$ cat src/rtl/core_bus_arbiter.sv
// Round-robin arbiter sharing one Wishbone-style memory port between
// the instruction-fetch and load/store masters, with an ack watchdog.
module core_bus_arbiter #(
  parameter int ADDR_WIDTH     = 32,
  parameter int DATA_WIDTH     = 32,
  parameter int TIMEOUT_CYCLES = 1024,
  parameter logic [DATA_WIDTH-1:0] ERR_DATA = 32'hDEADBEEF
) (
  input  logic                    clk_core,
  input  logic                    rst_core,

  input  logic                    ifu_cyc,
  input  logic                    ifu_stb,
  input  logic [ADDR_WIDTH-1:0]   ifu_addr,
  output logic [DATA_WIDTH-1:0]   ifu_data_in,
  output logic                    ifu_ack,

  input  logic                    lsu_cyc,
  input  logic                    lsu_stb,
  input  logic                    lsu_we,
  input  logic [DATA_WIDTH/8-1:0] lsu_wstrb,
  input  logic [ADDR_WIDTH-1:0]   lsu_addr,
  input  logic [DATA_WIDTH-1:0]   lsu_data_out,
  output logic [DATA_WIDTH-1:0]   lsu_data_in,
  output logic                    lsu_ack,

  output logic                    mem_cyc,
  output logic                    mem_stb,
  output logic                    mem_we,
  output logic [DATA_WIDTH/8-1:0] mem_wstrb,
  output logic [ADDR_WIDTH-1:0]   mem_addr,
  output logic [DATA_WIDTH-1:0]   mem_data_out,
  input  logic [DATA_WIDTH-1:0]   mem_data_in,
  input  logic                    mem_ack,

  output logic [1:0]              grant,
  output logic                    timeout_o
);

  localparam int SW = DATA_WIDTH / 8;
  localparam int CW = (TIMEOUT_CYCLES > 1) ? $clog2(TIMEOUT_CYCLES) : 1;
  localparam logic [CW-1:0] CNT_LAST = CW'(TIMEOUT_CYCLES - 1);
  localparam bit WDOG_EN = (TIMEOUT_CYCLES != 0);

  typedef enum logic {
    IDLE,
    BUSY
  } state_t;

  state_t                state_q, state_d;
  logic [1:0]            grant_d;
  logic                  last_lsu_q, last_lsu_d;
  logic [CW-1:0]         cnt_q, cnt_d;
  logic                  to_d;
  logic                  cyc_d;
  logic                  we_d;
  logic [SW-1:0]         wstrb_d;
  logic [ADDR_WIDTH-1:0] addr_d;
  logic [DATA_WIDTH-1:0] wdata_d;

  logic                  ifu_req;
  logic                  lsu_req;
  logic                  pick_lsu;
  logic                  expire;
  logic                  done;
  logic [DATA_WIDTH-1:0] rsp_data;

  assign ifu_req  = ifu_cyc & ifu_stb;
  assign lsu_req  = lsu_cyc & lsu_stb;
  // On a tie the master that was not served last wins
  assign pick_lsu = lsu_req & (~ifu_req | ~last_lsu_q);

  assign expire = WDOG_EN && (state_q == BUSY) &&
                  (cnt_q == CNT_LAST) && !mem_ack;
  assign done   = (state_q == BUSY) && (mem_ack || expire);

  always_comb begin
    state_d    = state_q;
    grant_d    = grant;
    last_lsu_d = last_lsu_q;
    cnt_d      = cnt_q;
    to_d       = timeout_o;
    cyc_d      = mem_cyc;
    we_d       = mem_we;
    wstrb_d    = mem_wstrb;
    addr_d     = mem_addr;
    wdata_d    = mem_data_out;
    unique case (state_q)
      IDLE: begin
        if (ifu_req || lsu_req) begin
          state_d = BUSY;
          cnt_d   = '0;
          cyc_d   = 1'b1;
          unique case (1'b1)
            pick_lsu: begin
              grant_d    = 2'b10;
              last_lsu_d = 1'b1;
              we_d       = lsu_we;
              wstrb_d    = lsu_wstrb;
              addr_d     = lsu_addr;
              wdata_d    = lsu_data_out;
            end
            default: begin
              grant_d    = 2'b01;
              last_lsu_d = 1'b0;
              we_d       = 1'b0;
              wstrb_d    = '1;
              addr_d     = ifu_addr;
              wdata_d    = '0;
            end
          endcase
        end
      end
      BUSY: begin
        if (done) begin
          state_d = IDLE;
          grant_d = 2'b00;
          cyc_d   = 1'b0;
          to_d    = timeout_o | expire;
        end else begin
          cnt_d = cnt_q + 1'b1;
        end
      end
      default: state_d = IDLE;
    endcase
  end

  always_ff @(posedge clk_core or posedge rst_core) begin
    if (rst_core) begin
      state_q      <= IDLE;
      grant        <= 2'b00;
      last_lsu_q   <= 1'b1;
      cnt_q        <= '0;
      timeout_o    <= 1'b0;
      mem_cyc      <= 1'b0;
      mem_stb      <= 1'b0;
      mem_we       <= 1'b0;
      mem_wstrb    <= '0;
      mem_addr     <= '0;
      mem_data_out <= '0;
    end else begin
      state_q      <= state_d;
      grant        <= grant_d;
      last_lsu_q   <= last_lsu_d;
      cnt_q        <= cnt_d;
      timeout_o    <= to_d;
      mem_cyc      <= cyc_d;
      mem_stb      <= cyc_d;
      mem_we       <= we_d;
      mem_wstrb    <= wstrb_d;
      mem_addr     <= addr_d;
      mem_data_out <= wdata_d;
    end
  end

  // Acks never leak out of IDLE, so a late slave ack is dropped
  assign rsp_data = expire ? ERR_DATA : mem_data_in;

  always_comb begin
    ifu_ack     = 1'b0;
    lsu_ack     = 1'b0;
    ifu_data_in = '0;
    lsu_data_in = '0;
    if (state_q == BUSY) begin
      if (grant[0]) begin
        ifu_ack     = mem_ack | expire;
        ifu_data_in = rsp_data;
      end
      if (grant[1]) begin
        lsu_ack     = mem_ack | expire;
        lsu_data_in = rsp_data;
      end
    end
  end

endmodule

$ cat config.mk
export PLATFORM = sky130hd
export DESIGN_NAME = core_bus_arbiter
export DESIGN_NICKNAME = d
export VERILOG_FILES = /design/src/rtl/core_bus_arbiter.sv
export SDC_FILE = /design/constraint.sdc
export NUM_CORES = 1
export LEC_CHECK = 0
export CORE_MARGIN = 2
export CORE_UTILIZATION = 33
export DETAILED_ROUTE_END_ITERATION = 10
export HOLD_SLACK_MARGIN = 0.1
export PLACE_DENSITY = 0.81
export SLEW_MARGIN = 30
export SYNTH_ARGS = -nofsm -noshare
export SYNTH_HDL_FRONTEND = slang
export SYNTH_SLANG_ARGS = --single-unit
export TNS_END_PERCENT = 10
$ cat constraint.sdc
create_clock -name clk_core -period 3.5 [get_ports clk_core]
set_input_delay 0.7 -clock clk_core [delete_from_list [all_inputs] [get_ports clk_core]]
set_output_delay 0.7 -clock clk_core [all_outputs]
set_load 0.1 [all_outputs]
==> metrics, run 1 <==
post-synth top area cell=dfrtp_1; FP Rows=40; CP top delay family=simple AND/OR/NAND/NOR gates; ys flop type=dfrtp_1; Commonest cells post-synth=dfrtp_1 (84), o21a_1 (50), inv_1 (36); Post-CTS Resized=0; run status=completed; Initial Util=33.7%; P per Cell Area=704 nW/um2; Critical Path AT=2.57 ns; total number of vias=4198; drt pass-1 iters=5; vias per cell=~5.4; Placer Congestion=0.882; cts bufs inserted=9; number of synthesized flops with an enable pin=0; Max-slew headroom=between 30% and 40%; drt wl/cell=approximately 19 um; Period Utilization, post-route=roughly 93%; Core ar.=between 10000 and 15000 um2; post-synthesis compound-gate area fraction=30.7%; worst-path cell chain=clkdlybuf4s50_1 > and2b_2 > nand4_1 > and3_1 > buf_12; grt peak-use layer=met2; DRC violations left=0; post-route antenna net violation count=0; largest family of logic cells by synthesized area=compound AO/OA/AOI/OAI gates; Max-Cap Viols=0; clk buf depth=2; CP endpoint kind=output port; clock sinks=85; overall die width=between 100 and 150 um; register area share after synthesis=between 50 and 60%; clock root cell=clkbuf_16; NumNets Final=roughly 770; setup TNS=0 ns; die area=approximately 13000 um2; Logic pwr share=59.4%; YS warnings=0; Antenna Cells=0; worst skew pair latency=0.34 ns; Final Hold Viols=0; met1 usage=roughly a quarter; post-synthesis xor/xnor area fraction=0.435%; global-route wire length before repair=23000 um; CTS clock-pin slew for the worst setup and hold paths=0.07 ns; synthesized netlist net count=501; port bufs=279; Die Ht=roughly 110 um; Seq pwr share=~24%; layout cell share with drive strength beyond 1=between 10% and 20%; area grow syn2layout=95.5%; max-slew violations=0; Post-Synth Adder-Cell Area=less than 1%; net switching power=2.95 mW; gr usage total=a little under a quarter; mux contribution to synthesized area=0%; RSZ-0062 raised after global routing=no; largest net degree at the start of global routing=67; internal power component=roughly 2.6 mW; CTS tree=yes; Cell variety after synth=45; sw frac=a little over half; Fmax achieved=306 MHz; Min-Delay Path Class=register to register; post-synth top area share=between 50% and 60%; Tightest Pin Transition=~1.0 ns; Simple-Gate Fraction of Synth Area=8.01%; ys async rst share=100%; Worst Setup Slack, final=roughly 0.23 ns; CP Launch Type=input port; Synth Instances=between 300 and 400; CP Max Fanout=17; Cell Area, Synth=4030 um2; met2 Usage GRT=about two fifths; synthesis-stage register bit count=85; top-count cell post-synth=dfrtp_1; starting DRC count in detailed routing=381; H-tree lvl count=3; DP HPWL=roughly 12000 um; Critical path buffers and inverters=2; Pwr Total=between 5 and 6 mW; largest cells by area after synthesis=dfrtp_1 (52%), o21a_1 (9.3%), a222oi_1 (8.0%); cts hold-fix bufs=0; maximum vdd drop=approximately 500 uV; Place WS=approximately 0.27 ns; crit-path max cell delay=0.47 ns; grt ovf=0; worst clock skew=approximately 0.012 ns; clock network power share=16.3%; IO Count=280; Lkg Pwr=between 3 and 4 nW; Final min period=between 3 and 4 ns; Crit Path Class=input port to output port; final WL=14900 um; Synth Area per Inst=11.2 um2; slowest CP cell=clkdlybuf4s50_1; Final setup viols=0; CP Data Required Time=2.80 ns; number of global-route vias before repair=roughly 4300; initial antenna violation count=0; met3 Use GR=7.25%; setup bufs post-CTS=0
cell families after synthesis:
| group | count (synthesis) |
|---|---|
| flip-flops | 85 |
| adder cells (fa/ha/maj) | 1 |
| buffers and inverters | 71 |
| AND/OR/NAND/NOR | 55 |
| XOR/XNOR | 2 |
| AO/OA/AOI/OAI | 146 |
layout by cell type, fill, tap and decap left out, types with 2 or more instances in the layout:
master,count
a22o_1,34
a21o_1,2
o21ai_0,5
a311oi_4,2
and2_1,2
buf_12,68
inv_6,3
nand4_1,4
clkbuf_16,9
nand3_1,8
clkdlybuf4s50_1,204
dfrtp_1,84
a21oi_1,4
nor2_1,4
o22a_1,4
nor2_2,2
a31o_2,2
a222oi_1,32
o21a_1,50
nor3_1,2
and3_1,18
and4_1,2
clkinv_2,2
nand2_1,4
o22ai_1,2
buf_4,15
inv_1,35
nand2b_1,2
flip-flops by register name, indices dropped and copies added (netlist names):
name	flops
cnt_q	10
grant	2
last_lsu_q	1
mem_addr	32
mem_data_out	32
mem_stb	1
mem_we	1
mem_wstrb	4
state_q	1
timeout_o	1
stage by stage:
stage / hold slack (ns) / util, % / cell area (um2) / std cells
finish: 0.477 / 65.8 / 7880 / 776
detailed placement: 0.458 / 63.4 / 7580 / 760
floorplan: 0.489 / - / 4030 / 360
global placement: 0.456 / 63.4 / 7580 / 760
CTS: 0.479 / 65.8 / 7870 / 776
global route: 0.496 / 65.8 / 7880 / 776
worst reg2reg max path, cell delays in order, from the launching register on:
cell and delay, ns:
dfrtp_1 0.43, ha_1 0.29, and4_1 0.24, a31oi_2 0.32
nor2_2 0.11, a221o_1 0.37
power by group through the flow:
stage / Clock, mW / Sequential, mW / Combinational (mW)
final: 0.907 / 1.35 / 3.29
after CTS: 0.934 / 1.35 / 3.31
after detailed placement: 0 / 1.36 / 3.30
after global placement: 0 / 1.35 / 3.27
after global routing: 0.982 / 1.37 / 3.39
after floorplan: 0 / 2.80 / 0.863
layer usage:
metal / part of all wire (%) / wire length [um]
met4: 2.8 / 415
met2: 52 / 7680
met5: 0 / 0
met1: 36 / 5330
met3: 9.9 / 1470
area by class of cell:
cell class / count / area [um2]
Inverter: 37 / 140
Fill cell: 896 / 4090
Tap cell: 147 / 184
Timing Repair Buffer: 287 / 3520
Clock inverter: 6 / 55.1
Sequential cell: 85 / 2130
Multi-Input combinational cell: 204 / 1620
Clock buffer: 10 / 229
worst paths after layout:
kind                           start              end  slack (ns)  cells past startpoint
hold / removal             timeout_o        timeout_o        0.48                      1
max in group asynchronous   rst_core       last_lsu_q        2.01                      3
hold reg to reg            timeout_o        timeout_o        0.48                      1
setup reg to reg            cnt_q[0]         cnt_q[7]        1.63                      5
setup / recovery             mem_ack  ifu_data_in[20]        0.23                      5
min in group asynchronous   rst_core  mem_data_out[4]        0.76                      2
Note: power is estimated with default switching activity, not from simulation.
==> inputs of run 2 (changes only) <==
==> constraint.sdc (replaced) <==
create_clock -name clk_core -period 3.55 [get_ports clk_core]
set_input_delay 0.71 -clock clk_core [delete_from_list [all_inputs] [get_ports clk_core]]
set_output_delay 0.71 -clock clk_core [all_outputs]
set_load 0.1 [all_outputs]
==> run 2 against run 1 <==
  * Hold slack is essentially flat
  * Power shrank 1.6%
  * Combinational power shrank 2%
  * Critical endpoint is now ifu_data_in[24]
  * Largest cell class unchanged
==> metrics, run 2 (synthesis gave the netlist of run 1 again) <==
Crit Path Class=input port to output port; run status=completed; Max-slew headroom=30.5% (-1.1 points); commonest non-fill, non-tap cell in the layout=clkdlybuf4s50_1; sw frac=53.1% (-0.072 points); H-tree lvl count=3 (unchanged); CTS clock-pin slew for the worst setup and hold paths=0.07 ns (about the same); P per Cell Area=693 nW/um2 (-1.6%); NumNets Final=766 (+0.13%); Max-Cap Viols=0 (unchanged); grt ovf=0 (unchanged); CTS tree=yes; final WL=14600 um (-1.9%); Min-Delay Endpoint=timeout_o; WHS Path Cells=1 (unchanged); Seq pwr share=24.4% (about the same); Reg2Reg Depth=4 (-1); Pwr Total=5.46 mW (-1.6%); internal power component=2.56 mW (-1.4%); Die Ht=114 um (unchanged); overall die width=114 um (unchanged); CP Data Required Time=2.84 ns (+0.04 ns); largest net degree at the start of global routing=67 (unchanged); starting DRC count in detailed routing=248 (-35%); RSZ-0062 raised after global routing=no; hold_sp=timeout_o; IO Count=280 (unchanged); clock network power share=16.3% (about the same); FP Rows=40 (unchanged); slowest CP cell=clkdlybuf4s50_1; CP Launch Type=input port; die area=13100 um2 (unchanged); fillers=873 (-2.6%); vias per cell=5.36 (-0.92%); Core ar.=12000 um2 (unchanged); net switching power=2.90 mW (-1.7%); Critical path buffers and inverters=2 (unchanged); port bufs=279 (unchanged); FF/Latch Area=2130 um2 (unchanged); reg2reg start=state_q; fin util=65.8% (about the same); maximum vdd drop=460 uV (-8.1%); Tightest Pin Transition=1.04 ns (+0.0166 ns); max-slew violations=0 (unchanged); Reg-to-Reg End=cnt_q[4]; Worst path depth=5 (unchanged); area of the multi-input gates=1620 um2 (-0.39%); final hold slack=0.476 ns (-0.000240 ns); cts bufs inserted=9 (unchanged); Placer Congestion=0.880 (-0.20%); number of global-route vias before repair=4201 (-2.1%); cts hold-fix bufs=0 (unchanged); worst clock skew=0.0106 ns (-0.00155 ns); total number of vias=4170 (-0.67%); gr usage total=22.1% (-0.71 points); flop2flop setup slack=1.62 ns (about the same); clock root cell=clkbuf_16; layout cell share with drive strength beyond 1=17.8% (-0.51 points); Final min period=3.29 ns; worst skew pair latency=0.34 ns (about the same); crit-path max cell delay=0.47 ns (about the same); clk buf depth=2 (unchanged); Final setup viols=0 (unchanged); global-route wire length before repair=22500 um (-2.3%); Fmax achieved=304 MHz; Critical Path AT=2.58 ns (about the same); setup bufs post-CTS=0 (unchanged); largest registers=mem_addr (32), mem_data_out (32), cnt_q (10); initial antenna violation count=1 (+1); DP HPWL=11300 um (-1.7%); drt pass-1 iters=6 (+1); Min-Delay Path Class=register to register; Logic pwr share=59.3% (about the same); clock sinks=85 (unchanged); Final Hold Viols=0 (unchanged); commonest cells after routing, fill and taps aside=clkdlybuf4s50_1 (209), dfrtp_1 (84), buf_12 (67); DRC violations left=0 (unchanged); post-route antenna net violation count=0 (unchanged); area grow syn2layout=95.5% (about the same); CP Max Fanout=17 (unchanged); Post-CTS Resized=0 (unchanged); worst-path cell chain=clkdlybuf4s50_1 > and2b_2 > nand4_1 > and3_1 > buf_12; Lkg Pwr=3.43 nW (about the same); drt wl/cell=18.8 um (-2.2%); Period Utilization, post-route=between 90% and 100%; CP top delay family=simple AND/OR/NAND/NOR gates; CP endpoint kind=output port; Initial Util=33.7% (unchanged)
==> run 2: power groups by stage <==
stage          combinational (mW)  clock [mW]  sequential, mW
6_report                     3.24       0.891            1.33
5_1_grt                      3.33       0.965            1.36
4_1_cts                      3.25       0.917            1.33
3_5_place_dp                 3.25           0            1.35
3_3_place_gp                 3.22           0            1.34
2_1_floorplan               0.851           0            2.76
==> run 2: worst max path at each step <==
stage	startpoint	end	slack [ns]
3_5_place_dp	mem_ack	ifu_data_in[24]	0.29
2_1_floorplan	grant[0]	ifu_ack	-0.08
6_report	mem_ack	ifu_data_in[24]	0.26
4_1_cts	mem_ack	ifu_data_in[24]	0.27
3_3_place_gp	mem_ack	ifu_data_in[24]	0.41
5_1_grt	mem_ack	ifu_data_in[22]	0.15
==> run 2: stage by stage <==
step	worst slack (ns)	cells	setup TNS (ns)	instance area, um2
2_1_floorplan	-0.0840	360	-0.0840	4030
3_3_place_gp	0.412	761	0	7590
3_5_place_dp	0.288	761	0	7590
4_1_cts	0.273	777	0	7870
5_1_grt	0.145	778	0	7880
6_report	0.257	778	0	7880
==> run 2: layer usage <==
| layer | routed length [um] | global-route usage, % |
|---|---|---|
| met1 | 5400 | 25.1 |
| met2 | 7380 | 38.7 |
| met3 | 1350 | 6.88 |
| met4 | 473 | 8.94 |
| met5 | 0 | 0 |
==> run 2: cell type report <==
cell class | instances | area share [%]
Inverter | 37 | 1.78
Timing Repair Buffer | 288 | 44.7
Tap cell | 147 | 2.34
Antenna cell | 1 | 0.0318
Clock buffer | 9 | 2.86
Sequential cell | 85 | 27.0
Clock inverter | 7 | 0.715
Multi-Input combinational cell | 204 | 20.5
